$ cat src/rtl/sumador_pkg.sv
// Shared definitions for the adder self-test: default width, FSM encoding and sweep length.
package sumador_pkg;

    localparam int DEF_WIDTH = 4;

    // Number of (a, b) pairs in one sweep for a given operand width.
    function automatic int unsigned sweep_len(input int unsigned width);
        return 32'd1 << (2 * width);
    endfunction

    localparam int unsigned SWEEP_LEN = sweep_len(DEF_WIDTH);

    typedef logic [2:0] state_t;

    localparam state_t S_IDLE    = 3'd0;
    localparam state_t S_SWEEP   = 3'd1;
    localparam state_t S_DRAIN   = 3'd2;
    localparam state_t S_CLEAR   = 3'd3;
    localparam state_t S_CHK_CLR = 3'd4;
    localparam state_t S_DONE    = 3'd5;

endpackage

$ cat src/rtl/probador_sumador_chk.sv
// Result checker: one-deep expect pipeline, comparator, saturating error count, first-fail capture.
module probador_sumador_chk
#(
    parameter int WIDTH = sumador_pkg::DEF_WIDTH,
    parameter int ERR_W = 2 * WIDTH + 1
)
(
    input  logic             clk,
    input  logic             rst,
    input  logic             i_clear,
    input  logic             i_capture,
    input  logic             i_chk_clr,
    input  logic [WIDTH-1:0] i_a,
    input  logic [WIDTH-1:0] i_b,
    input  logic [WIDTH-1:0] i_c,
    output logic             o_mismatch,
    output logic [ERR_W-1:0] o_err_count,
    output logic [WIDTH-1:0] o_fail_a,
    output logic [WIDTH-1:0] o_fail_b
);

    logic [WIDTH-1:0] r_exp;
    logic [WIDTH-1:0] r_exp_a;
    logic [WIDTH-1:0] r_exp_b;
    logic             r_exp_v;
    logic [ERR_W-1:0] r_err;
    logic [WIDTH-1:0] r_fail_a;
    logic [WIDTH-1:0] r_fail_b;

    logic             w_exp_hit;
    logic             w_clr_hit;
    logic [WIDTH-1:0] w_pair_a;
    logic [WIDTH-1:0] w_pair_b;

    // The clear check has no expect entry, so its failing pair is the live operand pair.
    assign w_exp_hit  = r_exp_v && (i_c != r_exp);
    assign w_clr_hit  = i_chk_clr && (i_c != '0);
    assign o_mismatch = w_exp_hit || w_clr_hit;
    assign w_pair_a   = w_exp_hit ? r_exp_a : i_a;
    assign w_pair_b   = w_exp_hit ? r_exp_b : i_b;

    always_ff @(posedge clk or negedge rst) begin
        if (!rst) begin
            r_exp    <= '0;
            r_exp_a  <= '0;
            r_exp_b  <= '0;
            r_exp_v  <= 1'b0;
            r_err    <= '0;
            r_fail_a <= '0;
            r_fail_b <= '0;
        end else begin
            r_exp_v <= i_capture;
            if (i_capture) begin
                r_exp   <= i_a + i_b;
                r_exp_a <= i_a;
                r_exp_b <= i_b;
            end
            // A zero count marks the first mismatch of the run; saturation keeps it from wrapping back.
            if (i_clear) begin
                r_err    <= '0;
                r_fail_a <= '0;
                r_fail_b <= '0;
            end else if (o_mismatch) begin
                if (r_err != '1) begin
                    r_err <= r_err + 1'b1;
                end
                if (r_err == '0) begin
                    r_fail_a <= w_pair_a;
                    r_fail_b <= w_pair_b;
                end
            end
        end
    end

    assign o_err_count = r_err;
    assign o_fail_a    = r_fail_a;
    assign o_fail_b    = r_fail_b;

endmodule

$ cat src/rtl/probador_sumador.sv
// On-chip self-test partner for the registered adder: sweeps all operand pairs, then checks the clear.
module probador_sumador
#(
    parameter int WIDTH = sumador_pkg::DEF_WIDTH,
    parameter int ERR_W = 2 * WIDTH + 1
)
(
    input  logic             clk,
    input  logic             rst,
    input  logic             start,
    input  logic [WIDTH-1:0] c,
    output logic             enb_o,
    output logic             clr_o,
    output logic [WIDTH-1:0] a_o,
    output logic [WIDTH-1:0] b_o,
    output logic             busy,
    output logic             done,
    output logic             pass,
    output logic [ERR_W-1:0] err_count,
    output logic [WIDTH-1:0] fail_a,
    output logic [WIDTH-1:0] fail_b
);

    import sumador_pkg::*;

    localparam int unsigned            RUN_PAIRS = sweep_len(WIDTH);
    localparam logic [2*WIDTH-1:0]     LAST_PAIR = (2*WIDTH)'(RUN_PAIRS - 1);

    state_t           r_state;
    logic             r_enb;
    logic             r_clr;
    logic [WIDTH-1:0] r_a;
    logic [WIDTH-1:0] r_b;
    logic             r_busy;
    logic             r_done;
    logic             r_pass;

    logic             w_accept;
    logic             w_mismatch;

    assign w_accept = ((r_state == S_IDLE) || (r_state == S_DONE)) && start;

    always_ff @(posedge clk or negedge rst) begin
        if (!rst) begin
            r_state <= S_IDLE;
            r_enb   <= 1'b0;
            r_clr   <= 1'b0;
            r_a     <= '0;
            r_b     <= '0;
            r_busy  <= 1'b0;
            r_done  <= 1'b0;
            r_pass  <= 1'b0;
        end else begin
            case (r_state)
                S_IDLE, S_DONE: begin
                    if (start) begin
                        r_state <= S_SWEEP;
                        r_a     <= '0;
                        r_b     <= '0;
                        r_enb   <= 1'b1;
                        r_busy  <= 1'b1;
                        r_done  <= 1'b0;
                        r_pass  <= 1'b0;
                    end
                end
                // {a,b} doubles as the sweep counter; the last pair is held so DONE shows it.
                S_SWEEP: begin
                    if ({r_a, r_b} == LAST_PAIR) begin
                        r_state <= S_DRAIN;
                        r_enb   <= 1'b0;
                    end else begin
                        r_b <= r_b + 1'b1;
                        if (r_b == '1) begin
                            r_a <= r_a + 1'b1;
                        end
                    end
                end
                S_DRAIN: begin
                    r_state <= S_CLEAR;
                    r_clr   <= 1'b1;
                end
                S_CLEAR: begin
                    r_state <= S_CHK_CLR;
                    r_clr   <= 1'b0;
                end
                // The clear check resolves on this same edge, so fold it into the pass verdict.
                S_CHK_CLR: begin
                    r_state <= S_DONE;
                    r_busy  <= 1'b0;
                    r_done  <= 1'b1;
                    r_pass  <= (err_count == '0) && !w_mismatch;
                end
                default: begin
                    r_state <= S_IDLE;
                    r_enb   <= 1'b0;
                    r_clr   <= 1'b0;
                    r_busy  <= 1'b0;
                    r_done  <= 1'b0;
                end
            endcase
        end
    end

    probador_sumador_chk #(
        .WIDTH (WIDTH),
        .ERR_W (ERR_W)
    ) u_chk (
        .clk         (clk),
        .rst         (rst),
        .i_clear     (w_accept),
        .i_capture   (r_state == S_SWEEP),
        .i_chk_clr   (r_state == S_CHK_CLR),
        .i_a         (r_a),
        .i_b         (r_b),
        .i_c         (c),
        .o_mismatch  (w_mismatch),
        .o_err_count (err_count),
        .o_fail_a    (fail_a),
        .o_fail_b    (fail_b)
    );

    assign enb_o = r_enb;
    assign clr_o = r_clr;
    assign a_o   = r_a;
    assign b_o   = r_b;
    assign busy  = r_busy;
    assign done  = r_done;
    assign pass  = r_pass;

endmodule

$ cat config.mk
export PLATFORM = sky130hd
export DESIGN_NAME = probador_sumador
export DESIGN_NICKNAME = d
export VERILOG_FILES = /design/src/rtl/sumador_pkg.sv /design/src/rtl/probador_sumador_chk.sv /design/src/rtl/probador_sumador.sv
export SDC_FILE = /design/constraint.sdc
export NUM_CORES = 1
export LEC_CHECK = 0
export CAP_MARGIN = 40
export CORE_MARGIN = 2
export CORE_UTILIZATION = 34
export CTS_BUF_LIST = sky130_fd_sc_hd__clkbuf_8 sky130_fd_sc_hd__clkbuf_16
export CTS_CLUSTER_SIZE = 30
export DETAILED_ROUTE_END_ITERATION = 8
export SYNTH_ARGS = -nofsm -noshare
export SYNTH_HDL_FRONTEND = slang
export SYNTH_SLANG_ARGS = --single-unit
$ cat constraint.sdc
create_clock -name clk -period 3.3 [get_ports clk]
set_clock_uncertainty 0.05 [all_clocks]
set_input_delay 0.495 -clock clk [delete_from_list [all_inputs] [get_ports clk]]
set_output_delay 0.495 -clock clk [all_outputs]
set_load 0.005 [all_outputs]
* Yosys cells after proc, flatten, opt, wreduce, memory -nomap -nowiden *
Index checks and enable logic that the tools add are counted.

cells by class
  multiplexer cells = 28
  equal/unequal tests = 13
  reductions and logical operators = 27
  bitwise operators = 2
  $add $sub $neg = 4

operator list
  kind                                                             number
  4-bit 2-to-1 mux                                                 12
  9-bit 2-to-1 mux                                                 3
  4-bit case mux with 2 select lines                               2
  3-bit case mux with 5 select lines                               1
  2-bit AND reduction                                              5
  2-bit nonzero test                                               5
  9-bit by 1-bit adder with 9-bit output, second input constant    1
  9-bit logical NOT                                                1
  9-bit inequality test, second input constant                     1
  4-bit by 1-bit adder with 4-bit output, second input constant    2
  8-bit == test, second input constant                             1
  2-bit inequality test, second input constant                     4
  3-bit by 2-bit == test with 1-bit output, second input constant  2
  3-bit == test, second input constant                             2
  3-bit 2-to-1 mux                                                 2
  1-bit case mux with 2 select lines                               3
  1-bit case mux with 3 select lines                               2
  3-bit AND reduction                                              2
  3-bit OR reduction                                               2
  4-bit adder                                                      1
  4-bit == test, second input constant                             1
  1-bit logical AND                                                4
  4-bit inequality test                                            1
  4-bit AND reduction                                              1
  9 further kinds                                                  13

storage, ports and cells
  register bits = 46
  bits of input ports = 7
  logic and storage cells = 89
  output and inout bits = 30

* Longest topological paths before layout *
  word-level depth = 6
  mapped depth = 8
  depth with buffers taken out = 8

* By module *
From an unflattened synthesis, not the netlist that was laid out.

unflattened totals
  cell total of the unflattened synthesis = 256
  area total of the unflattened synthesis = 2653.8 sq um

modules (own cells, without submodules)
  module                cells an instance  area each (sq um)  seq. area each (sq um)  instances
  probador_sumador_chk  157                1760.4             750.7                   1
  probador_sumador      99                 893.4              400.4                   1

* Least setup slack after synthesis *
OpenSTA, ideal clock, no wires.

  path kind = flip-flop to flip-flop
  start = reg u_chk.r_err[2] (netlist: u_chk.o_err_count[2])
  end = reg u_chk.r_err[6] (netlist: u_chk.o_err_count[6])
  buffers on the path = 0
  library setup time = 79 ps
  clock period less this slack = 1962 ps
  stages on the path, launching flop included = 8
  arrival time = 1832 ps
  data required time = 3171 ps
  path slack = 1338 ps
  path through = dfrtp_1 and4_1 nand2_1 nor2_1 ha_1 nand2b_1 a2111oi_0 mux2i_1

on the way
  longest elaborated chain between the ends = 4
  elaborated cells between the ends (all ways) = 7
  those cells by class = add/sub: 1; eq/ne: 1; mux: 3; reduce/logical: 2

ends and longest elaborated chain
  what                                    RTL line                    RTL
  start: declaration                      probador_sumador_chk.sv:26  logic [ERR_W-1:0] r_err;
  start signal: assignment                probador_sumador_chk.sv:65  r_err <= r_err + 1'b1;
  9-bit by 1-bit adder with 9-bit output  probador_sumador_chk.sv:65
  9-bit 2-to-1 mux                        probador_sumador_chk.sv:64  if (r_err != '1) begin
  9-bit 2-to-1 mux                        probador_sumador_chk.sv:63  end else if (o_mismatch) begin
  9-bit 2-to-1 mux                        probador_sumador_chk.sv:59  if (i_clear) begin

Parallel ways exist; a longest one is shown, timed or not. The select of a mux whose other input is x is not followed.
A chain may end at the register's enable or synchronous reset.

* Worst setup path in the final report *
  start = reg r_state[0]
  end = reg r_b[0] (netlist: b_o[0])

on the way
  longest elaborated chain between the ends = 4
  elaborated cells between the ends (all ways) = 9
  those cells by class = eq/ne: 4; mux: 1; reduce/logical: 4

ends and longest elaborated chain
  what                                                                                 RTL line                RTL
  start: declaration                                                                   probador_sumador.sv:29  state_t r_state;
  start signal: assignment                                                             probador_sumador.sv:45  r_state <= S_IDLE;
  start signal: assignment                                                             probador_sumador.sv:57  r_state <= S_SWEEP;
  start signal: assignment                                                             probador_sumador.sv:69  r_state <= S_DRAIN;
  3-bit == test / 3-bit logical NOT (equally long branches)                            probador_sumador.sv:54  case (r_state)
  2-bit OR reduction                                                                   probador_sumador.sv:54
  2-bit inequality test (no source line) / 2-bit nonzero test (equally long branches)  -
  3-bit AND reduction (no source line)                                                 -
  end signal: assignment                                                               probador_sumador.sv:72  r_b <= r_b + 1'b1;
  end: declaration                                                                     probador_sumador.sv:33  logic [WIDTH-1:0] r_b;

Parallel ways exist; a longest one is shown, timed or not.

==> metrics <==
vias in the first global route=1,927; CTS clk-pin slew, worst paths=around 0.090 ns; Die Ht=around 91 µm; 1st-pass router iterations=4; sequential area share after synthesis=44.9%; fin crit share=between 60% and 70%; status=completed; DRC errors left=0; Final GP Congestion=approximately 0.80; Cell Area, Synth=~2600 µm²; Util after Layout=43.4%; power density cells=~940 nW/µm²; grt total ovfl=0; met3 wire len=274 µm; RSZ-0062 raised after global routing=false; Antenna Cells=0; crit end category=flip-flop; top post-synthesis cells by area=dfrtp_1 (45%), nand2_1 (7.0%), a2111oi_2 (4.7%), ha_1 (3.9%), nor3_1 (3.5%); Routed Wire Length=around 5.9 mm; most common cell after layout, fill and taps aside=nand2_1; Final TNS setup=0 ns; core area=about 7300 µm²; commonest cells after routing, fill and taps aside=nand2_1 (48), dfrtp_1 (46), clkdlybuf4s50_1 (35); post-route ant nets=0; hold_ws=between 0.1 and 0.15 ns; Tot GR Track Use=between 10 and 15%; IO Pins=37; Slew @ Worst Pin=about 0.62 ns; CP startpoint kind=flip-flop; PostCTS Resize Cnt=0; Rel. slew slack=between 50% and 60%; setup violators final=0; Cell variety after synth=46; clk root buf=clkbuf_8; H-tree depth=2; initial antenna violation count=0; total clock sinks=46; Peak Freq=~0.43 GHz; Clock Path Buffers=2; hold-fix buffer count after cts=0; drt first-iter violations=170; number of max-slew violations in the final report=0; ratio of cells with drive above 1 in the final layout=10.6%; Pleak=between 1 and 1.5 nW; DR WL met2=2.71 mm; Site Rows=31; Skew-Pair Late Insertion Delay=~0.30 ns; global-route wire length before repair=9.94 mm; fill count=752; Syn Inst Count=between 200 and 300; P&R area growth vs syn=23.6%; DP HPWL=roughly 4.2 mm; largest net degree at the start of global routing=26; Synth warnings=0; post-CTS setup buffer count=0; top sig layer=met4; arrival time at the worst endpoint=2.43 ns; Synth Register Bits=46; DR vias=2,074; wire per inst=~15 µm; Die Width=roughly 91 µm; area leader, netlist=dfrtp_1; top cell type's share of synthesized area=44.9%; maximum VDD drop=between 0.3 and 0.4 mV; maxcap violations=0; post-DR vias/cell=5.17; crit-path max FO=21; ys async rst share=between 90% and 100%; Hold Fails Final Rpt=0; CTS buffer count=5; Starting Density=a little over a third; Mapped Avg Cell Area=around 9.6 µm²; area of the die=a little over 8000 µm²; CTS tree=done; Mapped Nets=282; HP Class=input port to async pin; EDFF count, synth=0; M1 WL=between 2 and 3 mm; Buffers on Ports=36; r2r setup slk=~1.0 ns; top_reg_cell synth=dfrtp_1; multi-input logic area=roughly 1300 µm²; nets=roughly 320; post-route minimum period=2.30 ns; CP required=around 3.4 ns; CP Class=flip-flop to flip-flop; register area=about 1200 µm²
-- routing by layer --
layer	track usage [%]	up-vias
met1	21.5	1009
met2	22.2	46
met4	4.92	0
met3	3.17	8
met5	0	-
li1	-	1011
-- synth_stat cells, drive strengths merged, types with 2 or more instances --
cell type and n:
a2111oi 9, a211oi 5, a21oi 5, and2 2
and3 2, buf 3, clkbuf 8, dfrtp 46
ha 8, inv 17, mux2 3, mux2i 7
nand2 49, nand2b 7, nand3 9, nand4 3
nor2 15, nor2b 3, nor3 18, nor4 3
o21a 2, o21ai 12, o32ai 2, o41ai 3
xnor2 5, xor2 7
-- cell type report --
type | instances | area share [%]
Multi-Input combinational cell | 192 | 40.9
Timing Repair Buffer | 39 | 12.3
Clock buffer | 6 | 2.61
Sequential cell | 46 | 36.3
Tap cell | 99 | 3.91
Clock inverter | 2 | 1.90
Inverter | 17 | 2.02
-- critical path, cell delays in order (launching register included) --
cell	delay, ns
dfrtp_1	0.61
or3b_2	0.70
inv_1	0.38
o21ai_0	0.22
nand3_1	0.12
o21ai_0	0.10
-- registers in the layout, summed over array words and instances, names as in the netlist --
register / flops
u_chk.o_fail_a: 4
a_o: 4
b_o: 4
done: 1
enb_o: 1
busy: 1
u_chk.r_exp_v: 1
u_chk.o_err_count: 9
u_chk.o_fail_b: 4
u_chk.r_exp_b: 4
r_state: 3
pass: 1
clr_o: 1
u_chk.r_exp_a: 4
u_chk.r_exp: 4
-- path summary, 6_finish.rpt --
check	startpoint	endpoint	depth (start not counted)
max	r_state[0]	b_o[0]	5
min	rst	u_chk.o_fail_a[2]	1
max reg2reg	r_state[0]	b_o[0]	5
min reg2reg	u_chk.r_exp_b[1]	u_chk.r_exp_b[1]	2
max in group asynchronous	rst	pass	2
min in group clk	u_chk.r_exp_b[1]	u_chk.r_exp_b[1]	2
-- per-stage QoR --
| stage | area [µm²] | std cells | power, W | worst slack (ns) |
|---|---|---|---|---|
| final | 3170 | 401 | 0.00299 | 0.998 |
| after global routing | 3170 | 401 | 0.00324 | 0.803 |
| after CTS | 3170 | 401 | 0.00302 | 0.989 |
| after detailed placement | 3020 | 393 | 0.00249 | 0.752 |
| after global placement | 3000 | 392 | 0.00246 | 0.810 |
| after floorplan | 2560 | 266 | 0.00191 | 1.34 |
-- kinds of logic (layout without fill, tap and decap cells) --
kind of cell	Yosys count	in the layout	synth area share (%)
mux	10	10	4.05
compound gates	45	45	15.3
fa+ha+maj	9	9	4.69
buf+inv	28	64	4.49
simple gates	116	116	22.4
xor+xnor	12	12	4.10
flops	46	46	44.9
-- power by group --
part           switching (W)  internal (W)  total (W)
clock network       0.000201      0.000323   0.000525
logic               0.000622      0.000714    0.00134
registers           0.000313      0.000818    0.00113
No activity file was read; power rests on OpenSTA's default activity.
